[config.mk]
export PLATFORM = sky130hd
export DESIGN_NAME = io_responder
export DESIGN_NICKNAME = d
export VERILOG_FILES = /design/src/rtl/cpu_io_pkg.sv /design/src/rtl/io_tx_fifo.sv /design/src/rtl/io_responder.sv
export SDC_FILE = /design/constraint.sdc
export NUM_CORES = 1
export LEC_CHECK = 0
export ABC_AREA = 1
export CAP_MARGIN = 0
export CORE_MARGIN = 8
export CORE_UTILIZATION = 51
export DETAILED_ROUTE_END_ITERATION = 16
export PLACE_DENSITY = 0.77
export RECOVER_POWER = 50
export SLEW_MARGIN = 10
export SYNTH_ARGS = -nofsm -noshare
export SYNTH_HDL_FRONTEND = slang
export SYNTH_HIERARCHICAL = 1
export SYNTH_SLANG_ARGS = --single-unit
[constraint.sdc]
create_clock -name clk -period 4.8 [get_ports clk]
set_input_delay 0.96 -clock clk [delete_from_list [all_inputs] [get_ports clk]]
set_output_delay 0.96 -clock clk [all_outputs]
set_load 0.1 [all_outputs]
[src/rtl/cpu_io_pkg.sv]
// Shared definitions for the CPU memory-mapped IO block: address window,
// register offsets, timer states, control/status bit positions.
// Pure declarations; no logic, no latency, no flow control.
package cpu_io_pkg;

    // IO window occupies the top 256 bytes of the address space
    localparam logic [31:0] IO_BASE = 32'hFFFF_FF00;

    // Register byte offsets within the window
    localparam logic [7:0] OFF_CYCLE  = 8'h00;
    localparam logic [7:0] OFF_TCTRL  = 8'h04;
    localparam logic [7:0] OFF_TLOAD  = 8'h08;
    localparam logic [7:0] OFF_TCOUNT = 8'h0C;
    localparam logic [7:0] OFF_TSTAT  = 8'h10;
    localparam logic [7:0] OFF_TXDATA = 8'h14;
    localparam logic [7:0] OFF_TXSTAT = 8'h18;

    // TX FIFO geometry
    localparam int TX_DEPTH = 4;
    localparam int TX_PTR_W = 2;
    localparam int TX_CNT_W = 3;

    // Timer states
    typedef enum logic {
        T_IDLE = 1'b0,
        T_RUN  = 1'b1
    } tmr_state_t;

    // TCTRL bits
    localparam int TCTRL_EN   = 0;
    localparam int TCTRL_AUTO = 1;
    localparam int TCTRL_IE   = 2;

    // TSTAT bits
    localparam int TSTAT_PEND = 0;

    // TXSTAT bits
    localparam int TXSTAT_FULL   = 0;
    localparam int TXSTAT_EMPTY  = 1;
    localparam int TXSTAT_CNT_LO = 2;
    localparam int TXSTAT_OVF    = 5;

endpackage

[src/rtl/io_tx_fifo.sv]
// 4-entry byte FIFO feeding the TX consumer; head is shown combinationally.
// Latency: a pushed byte is visible at head the cycle after the push edge.
// Backpressure: push while full is accepted only if a pop happens the same cycle.
module io_tx_fifo
    import cpu_io_pkg::*;
(
    input  logic                clk,
    input  logic                reset,
    input  logic                push,
    input  logic                pop,
    input  logic [7:0]          push_data,
    output logic                full,
    output logic                empty,
    output logic [TX_CNT_W-1:0] count,
    output logic [7:0]          head
);

    logic [7:0]          mem [TX_DEPTH];
    logic [TX_PTR_W-1:0] wr_ptr;
    logic [TX_PTR_W-1:0] rd_ptr;
    logic [TX_CNT_W-1:0] cnt;
    logic                do_pop;
    logic                do_push;

    assign full  = (cnt == TX_CNT_W'(TX_DEPTH));
    assign empty = (cnt == '0);
    assign count = cnt;
    // Empty FIFO shows 0 rather than a stale entry
    assign head  = empty ? 8'h00 : mem[rd_ptr];

    // A pop frees a slot in the same cycle, so a full FIFO can still take a push
    assign do_pop  = pop & ~empty;
    assign do_push = push & (~full | do_pop);

    // Storage array; contents are don't-care until written, so no reset
    always_ff @(posedge clk) begin
        if (do_push) begin
            mem[wr_ptr] <= push_data;
        end
    end

    // Pointers wrap naturally at the 2-bit width; count tracks occupancy
    always_ff @(posedge clk or posedge reset) begin
        if (reset) begin
            wr_ptr <= '0;
            rd_ptr <= '0;
            cnt    <= '0;
        end else begin
            if (do_push) begin
                wr_ptr <= wr_ptr + TX_PTR_W'(1);
            end
            if (do_pop) begin
                rd_ptr <= rd_ptr + TX_PTR_W'(1);
            end
            case ({do_push, do_pop})
                2'b10:   cnt <= cnt + TX_CNT_W'(1);
                2'b01:   cnt <= cnt - TX_CNT_W'(1);
                default: cnt <= cnt;
            endcase
        end
    end

endmodule

[src/rtl/io_responder.sv]
// Memory-mapped IO responder: cycle counter, down-counting timer with IRQ, TX byte FIFO.
// Latency: reads return registered data one cycle after the request, like Memoria.
// Backpressure: none on the CPU bus; TX FIFO drops pushes when full (sticky OVF).
module io_responder
    import cpu_io_pkg::*;
(
    input  logic        clk,
    input  logic        reset,
    input  logic [31:0] Address,
    input  logic        Wr,
    input  logic [31:0] Datain,
    output logic [31:0] Dataout,
    output logic        Sel,
    output logic        Irq,
    output logic [7:0]  tx_data,
    output logic        tx_valid,
    input  logic        tx_ready
);

    logic [7:0]  offset;
    logic        hit;
    logic        rd_hit;
    logic        wr_hit;
    logic        wr_tctrl;
    logic        wr_tload;
    logic        wr_tstat;
    logic        wr_txdata;
    logic        wr_txstat;

    logic [31:0] cycle_cnt;
    logic        tctrl_en;
    logic        tctrl_auto;
    logic        tctrl_ie;
    logic [31:0] tload;
    logic [31:0] tcount;
    logic [31:0] tcount_nxt;
    logic        pend;
    logic        ovf;
    logic        expire;
    tmr_state_t  tstate;
    tmr_state_t  tstate_nxt;

    logic                fifo_full;
    logic                fifo_empty;
    logic [TX_CNT_W-1:0] fifo_count;
    logic                tx_pop;
    logic [31:0]         rd_val;

    // Only word-aligned accesses inside the top 256-byte window are ours
    assign offset = Address[7:0];
    assign hit    = (Address[31:8] == IO_BASE[31:8]) && (Address[1:0] == 2'b00);
    assign rd_hit = hit & ~Wr;
    assign wr_hit = hit & Wr;

    assign wr_tctrl  = wr_hit && (offset == OFF_TCTRL);
    assign wr_tload  = wr_hit && (offset == OFF_TLOAD);
    assign wr_tstat  = wr_hit && (offset == OFF_TSTAT);
    assign wr_txdata = wr_hit && (offset == OFF_TXDATA);
    assign wr_txstat = wr_hit && (offset == OFF_TXSTAT);

    assign Irq      = pend & tctrl_ie;
    assign tx_valid = ~fifo_empty;
    assign tx_pop   = tx_valid & tx_ready;

    io_tx_fifo u_tx_fifo (
        .clk       (clk),
        .reset     (reset),
        .push      (wr_txdata),
        .pop       (tx_pop),
        .push_data (Datain[7:0]),
        .full      (fifo_full),
        .empty     (fifo_empty),
        .count     (fifo_count),
        .head      (tx_data)
    );

    // Timer next state: countdown/expiry in RUN, then a TCTRL write overrides both
    always_comb begin
        tstate_nxt = tstate;
        tcount_nxt = tcount;
        expire     = 1'b0;
        if (tstate == T_RUN) begin
            if (tcount != 32'd0) begin
                tcount_nxt = tcount - 32'd1;
            end else begin
                expire = 1'b1;
                if (tctrl_auto) begin
                    tcount_nxt = tload;
                end else begin
                    tstate_nxt = T_IDLE;
                end
            end
        end
        if (wr_tctrl) begin
            if (Datain[TCTRL_EN]) begin
                tstate_nxt = T_RUN;
                tcount_nxt = tload;
            end else begin
                tstate_nxt = T_IDLE;
                tcount_nxt = tcount;
            end
        end
    end

    // Timer state and count registers
    always_ff @(posedge clk or posedge reset) begin
        if (reset) begin
            tstate <= T_IDLE;
            tcount <= 32'd0;
        end else begin
            tstate <= tstate_nxt;
            tcount <= tcount_nxt;
        end
    end

    // Software-visible registers; hardware sets of PEND/OVF win over W1C clears
    always_ff @(posedge clk or posedge reset) begin
        if (reset) begin
            cycle_cnt  <= 32'd0;
            tctrl_en   <= 1'b0;
            tctrl_auto <= 1'b0;
            tctrl_ie   <= 1'b0;
            tload      <= 32'd0;
            pend       <= 1'b0;
            ovf        <= 1'b0;
        end else begin
            cycle_cnt <= cycle_cnt + 32'd1;
            if (wr_tctrl) begin
                tctrl_en   <= Datain[TCTRL_EN];
                tctrl_auto <= Datain[TCTRL_AUTO];
                tctrl_ie   <= Datain[TCTRL_IE];
            end else if (expire && !tctrl_auto) begin
                tctrl_en <= 1'b0;
            end
            if (wr_tload) begin
                tload <= Datain;
            end
            if (expire) begin
                pend <= 1'b1;
            end else if (wr_tstat && Datain[TSTAT_PEND]) begin
                pend <= 1'b0;
            end
            if (wr_txdata && fifo_full && !tx_pop) begin
                ovf <= 1'b1;
            end else if (wr_txstat && Datain[TXSTAT_OVF]) begin
                ovf <= 1'b0;
            end
        end
    end

    // Read mux; unmapped offsets return 0
    always_comb begin
        rd_val = 32'd0;
        case (offset)
            OFF_CYCLE:  rd_val = cycle_cnt;
            OFF_TCTRL: begin
                rd_val[TCTRL_EN]   = tctrl_en;
                rd_val[TCTRL_AUTO] = tctrl_auto;
                rd_val[TCTRL_IE]   = tctrl_ie;
            end
            OFF_TLOAD:  rd_val = tload;
            OFF_TCOUNT: rd_val = tcount;
            OFF_TSTAT:  rd_val[TSTAT_PEND] = pend;
            OFF_TXDATA: rd_val[TX_CNT_W-1:0] = fifo_count;
            OFF_TXSTAT: begin
                rd_val[TXSTAT_FULL]                    = fifo_full;
                rd_val[TXSTAT_EMPTY]                   = fifo_empty;
                rd_val[TXSTAT_CNT_LO +: TX_CNT_W]      = fifo_count;
                rd_val[TXSTAT_OVF]                     = ovf;
            end
            default:    rd_val = 32'd0;
        endcase
    end

    // Registered read return; writes and misses drive 0 with Sel low
    always_ff @(posedge clk or posedge reset) begin
        if (reset) begin
            Dataout <= 32'd0;
            Sel     <= 1'b0;
        end else begin
            Dataout <= rd_hit ? rd_val : 32'd0;
            Sel     <= rd_hit;
        end
    end

endmodule
==> results <==
- The synthesized design contains 174 register bits.
- The buffer type at the clock tree root is sky130_fd_sc_hd__clkbuf_16.
- The post-detailed-route via-to-cell ratio is 5.42.
- For this configuration, the core starts out at a cell density of 0.517.
- Counting I/O delays and the setup requirement, the final critical path takes 3.97 ns.
- The final RePlAce weighted congestion is 0.943.
- The flow ran to the end, but the final reports show violations.
- For this run, the leading register cell type out of synthesis is sky130_fd_sc_hd__dfrtp_1.
- For this run, global-route usage on met1 was measured as 0.331.
- The tightest min-delay check is of the flip-flop to flip-flop type.
- Averaged over all synthesized cells, the footprint is 7.49 um2.
- For the worst-skew pair, the clock arrives at the later sink with an insertion delay of 0.43 ns.
- The H-tree was split into 4 levels.
- The number of buffers added to fix hold violations after cts is 0.
- The final reports fail on max-capacitance violations, max-slew violations.
- For this design the ratio of total power to cell area is 269 mW/mm2.
- The worst slew margin relative to its limit is -0.502.
- Detailed placement finished with a half-perimeter wire length of 20,900 um.
- The die covers 0.0235 mm2.
- After detailed placement, the design holds a cell count of 1,604.
- The number of hold violations in the final report is 0.
- The synthesized net count is 1,364.
- The startpoint of the lowest-slack hold path is tload[24].
- The met3 layer usage reported by global route is 0.0383.
- The maximum clock rate is 0.252 GHz.
- Data arrives at the worst endpoint at 3.01 ns.
- The number of global-route vias before repair is 8,519.
- Once detail routing completed, the nets flagged for antenna violations numbered 0.
- Total power for the finished layout comes to 3090 uW.
- In this run the worst path has a maximum fanout of 19.
- For this run, the share of the core covered by cells in the final layout is 0.616.
- The wire length after detailed routing is 28,300 um.
- The portion of the post-synthesis area used by sequential elements is 0.469.
- TritonCTS built the clock tree.
- Counting distinct cell types in the post-synthesis netlist gives 42.
- The met2 capacity usage during global routing is 0.389.
- The maximum clock insertion buffer count is 2.
- The vertical die dimension is 153 um.
- The first global-routing pass estimated 45,900 um of wire.
- Yosys printed 6 warnings.
- The end of the worst register-to-register path is tcount[1].
- The global routing's busiest layer is met2.
- The final-layout setup total negative slack is 0 ns.
- The average wire length per cell after detail routing is 17.3 um.
- Setup violations remaining at the end of the flow were counted as 0.
- Prior to clock tree synthesis, the placed netlist has a worst setup slack of 1.13 ns.
- The first routing iteration left 915 violations.
- Along the worst hold path, the cell count comes to 2.
- The largest voltage drop on the vdd net is 246 uV.
- After clock tree synthesis, the clock-pin slew on the worst setup and hold paths is 0.07 ns.
- The fraction of layout instances using a drive strength above 1 is 0.0506.
- For this run, the post-layout net count is 1,466.
- Before antenna repair, the detailed router went through 6 iterations.
- The number of CTS-inserted buffers is 17.
- The count of input and output buffers is 110.
- The quantity of gates resized following cts is 0.
- Summed over all layers, the global routing overflow is 0.
- In this run the core area contains 50 standard-cell rows.
- The number of antenna violations at the first check in global routing is 0.
- The worst setup path category is flip-flop to output port.
- Excluding fillers, the count of instances in the completed layout stands at 1,636.
- The element type at the critical path start is a flip-flop.
- In the synthesized netlist, the number of instances is 1,287.
- The least setup slack across all paths after layout is 0.826 ns.
- For this design, the sink count on the clock tree is 174.
- In this run the standard cell core region covers 0.0186 mm2.
- Setup repair after global routing left no endpoint under its margin.
- Post-CTS timing repair inserted 0 buffers for setup.
- The worst reg-to-reg path cell count is 12.
- The share of the cycle needed by the critical path after routing is 0.828.
- The endpoint type of the worst setup path is an output port.
- The sink of the worst hold path is tload[24].
- The remaining design rule violation count is 0.
- From synthesis to final layout, the design area changed by 19.3%.
- The final antenna diode count is 0.
- The synthesized netlist occupies a cell area of 0.00964 mm2.
- The reg-to-reg setup timing slack is 2.34 ns.
- For this design the static power due to leakage is 0.00567 uW.
- The data required time at the worst endpoint is 3.84 ns.
- The aggregate global-route resource usage is 0.242.
- The number of max-slew violations in the final report is 103.
- The routed layout has 8,869 vias.
- Entering global routing, the biggest net connects 103 pins.
- The die is 153 um wide.
- For this run, asynchronously set or reset flops after synthesis account for 0.816.
- The count of maximum capacitance violations is 1.
- Yosys mapped a number of flops with a built-in enable equal to 32.
- 111 I/O pins were placed.
- The worst-margin pin slew is 2.25 ns.
- The worst-case clock skew is 0.00920 ns.
- The startpoint identified for the worst register-to-register timing path is tcount[0].
-- how the worst max path moves through the flow --
stage	slack, ns	startpoint	to
after detailed placement	1.13	Address[1]	u_tx_fifo/mem[3][5]
final	0.83	u_tx_fifo/rd_ptr[0]	tx_data[2]
after floorplan	0.23	reset	Dataout[0]
after global placement	1.20	Address[1]	u_tx_fifo/mem[2][3]
after global routing	0.74	u_tx_fifo/rd_ptr[0]	tx_data[6]
after CTS	0.84	u_tx_fifo/rd_ptr[0]	tx_data[2]
-- cells by family (layout without fill, tap and decap cells) --
logic type                 after synthesis  count (layout)  share of synthesized area
xor gates and xnor gates                40              40                     0.0364
AOI/OAI and AO/OA                       66              66                     0.0391
and+or+nand+nor                        818             818                      0.366
adders and majority gates                9               9                     0.0125
buffers and inverters                  180             295                     0.0780
DFF                                    174             174                      0.469
-- layer usage --
| layer | vias to the layer above | share of wire | wire (um) |
|---|---|---|---|
| li1 | 4300 | - | - |
| met1 | 4174 | 0.45 | 12700 |
| met2 | 351 | 0.46 | 13100 |
| met3 | 44 | 0.067 | 1890 |
| met4 | 0 | 0.022 | 618 |
| met5 | - | 0 | 0 |
-- Yosys cell counts (2+ instances only) --
library cell | instances | area share
sky130_fd_sc_hd__nand3b_1 | 3 | 0.0023
sky130_fd_sc_hd__ha_1 | 8 | 0.010
sky130_fd_sc_hd__nor2_2 | 8 | 0.0052
sky130_fd_sc_hd__inv_2 | 6 | 0.0023
sky130_fd_sc_hd__xnor2_1 | 16 | 0.015
sky130_fd_sc_hd__buf_4 | 5 | 0.0039
sky130_fd_sc_hd__dfrtp_1 | 142 | 0.37
sky130_fd_sc_hd__clkbuf_1 | 12 | 0.0047
sky130_fd_sc_hd__nand2_2 | 8 | 0.0052
sky130_fd_sc_hd__nor3_1 | 23 | 0.012
sky130_fd_sc_hd__o21ai_0 | 13 | 0.0068
sky130_fd_sc_hd__buf_2 | 10 | 0.0052
sky130_fd_sc_hd__xor2_1 | 24 | 0.022
sky130_fd_sc_hd__edfxtp_1 | 32 | 0.10
sky130_fd_sc_hd__a31oi_1 | 24 | 0.016
sky130_fd_sc_hd__nand3_2 | 4 | 0.0042
sky130_fd_sc_hd__nand2_1 | 493 | 0.19
sky130_fd_sc_hd__a21oi_1 | 20 | 0.010
sky130_fd_sc_hd__nand4_1 | 39 | 0.025
sky130_fd_sc_hd__nor4_1 | 2 | 0.0013
sky130_fd_sc_hd__inv_1 | 139 | 0.054
sky130_fd_sc_hd__o22ai_1 | 5 | 0.0032
sky130_fd_sc_hd__buf_6 | 5 | 0.0058
sky130_fd_sc_hd__or2_2 | 2 | 0.0013
sky130_fd_sc_hd__and2_1 | 2 | 0.0013
sky130_fd_sc_hd__nor2_1 | 115 | 0.045
sky130_fd_sc_hd__nor2_4 | 6 | 0.0070
sky130_fd_sc_hd__nand3_1 | 107 | 0.056
-- cell usage in the layout (no fill, tap or decap), types with 4 or more instances in the layout --
cell type                           n
sky130_fd_sc_hd__o22ai_1            5
sky130_fd_sc_hd__clkbuf_16         17
sky130_fd_sc_hd__nand2_1          493
sky130_fd_sc_hd__dfrtp_1          142
sky130_fd_sc_hd__edfxtp_1          32
sky130_fd_sc_hd__inv_1            138
sky130_fd_sc_hd__nand2_2            8
sky130_fd_sc_hd__dlygate4sd3_1     11
sky130_fd_sc_hd__a21oi_1           20
sky130_fd_sc_hd__inv_2              6
sky130_fd_sc_hd__nor2_1           118
sky130_fd_sc_hd__nand3_2            4
sky130_fd_sc_hd__xor2_1            24
sky130_fd_sc_hd__a31oi_1           24
sky130_fd_sc_hd__xnor2_1           16
sky130_fd_sc_hd__nor2_2             5
sky130_fd_sc_hd__nor2_4             6
sky130_fd_sc_hd__buf_4              4
sky130_fd_sc_hd__ha_1               8
sky130_fd_sc_hd__clkbuf_1           4
sky130_fd_sc_hd__o21ai_0           13
sky130_fd_sc_hd__nand4_1           39
sky130_fd_sc_hd__nand3_1          107
sky130_fd_sc_hd__nor3_1            23
sky130_fd_sc_hd__bufinv_16          4
sky130_fd_sc_hd__clkdlybuf4s50_1   99
-- state kept, by name, summed over array words and instances (netlist names), 2 cells and up --
name / flops
Dataout: 32
tload: 32
tcount: 32
u_tx_fifo/count: 3
u_tx_fifo/mem: 32
u_tx_fifo/wr_ptr: 2
u_tx_fifo/rd_ptr: 2
cycle_cnt: 32
-- layout make-up --
cell class | instances | area, um2
fill | 1686 | 7150
sequential | 174 | 4510
multi-input combinational | 933 | 4360
inverter | 147 | 563
clock inverter | 13 | 188
timing repair buffer | 116 | 1140
tap | 234 | 293
clock buffer | 19 | 433
-- power by group --
part           switching [uW]  internal (uW)  leakage [uW]
combinational            53.3           51.2       0.00312
clock                     607            877      0.000296
sequential        0.000000775           1500       0.00225
-- critical path, cell delays in order, from the launching register on --
cell                              delay [ns]
sky130_fd_sc_hd__dfrtp_1                0.83
sky130_fd_sc_hd__inv_6                  0.16
sky130_fd_sc_hd__nand2_1                0.11
sky130_fd_sc_hd__nand3_1                0.10
sky130_fd_sc_hd__a21oi_1                0.22
sky130_fd_sc_hd__clkdlybuf4s50_1        1.16
-- per-stage QoR --
step           hold WS (ns)  instance area (um2)
2_1_floorplan         0.442                 9640
3_3_place_gp          0.458                10900
3_5_place_dp          0.474                10900
4_1_cts               0.490                11500
5_1_grt               0.519                11500
6_report              0.493                11500
Note: power is estimated with default switching activity, not from simulation.
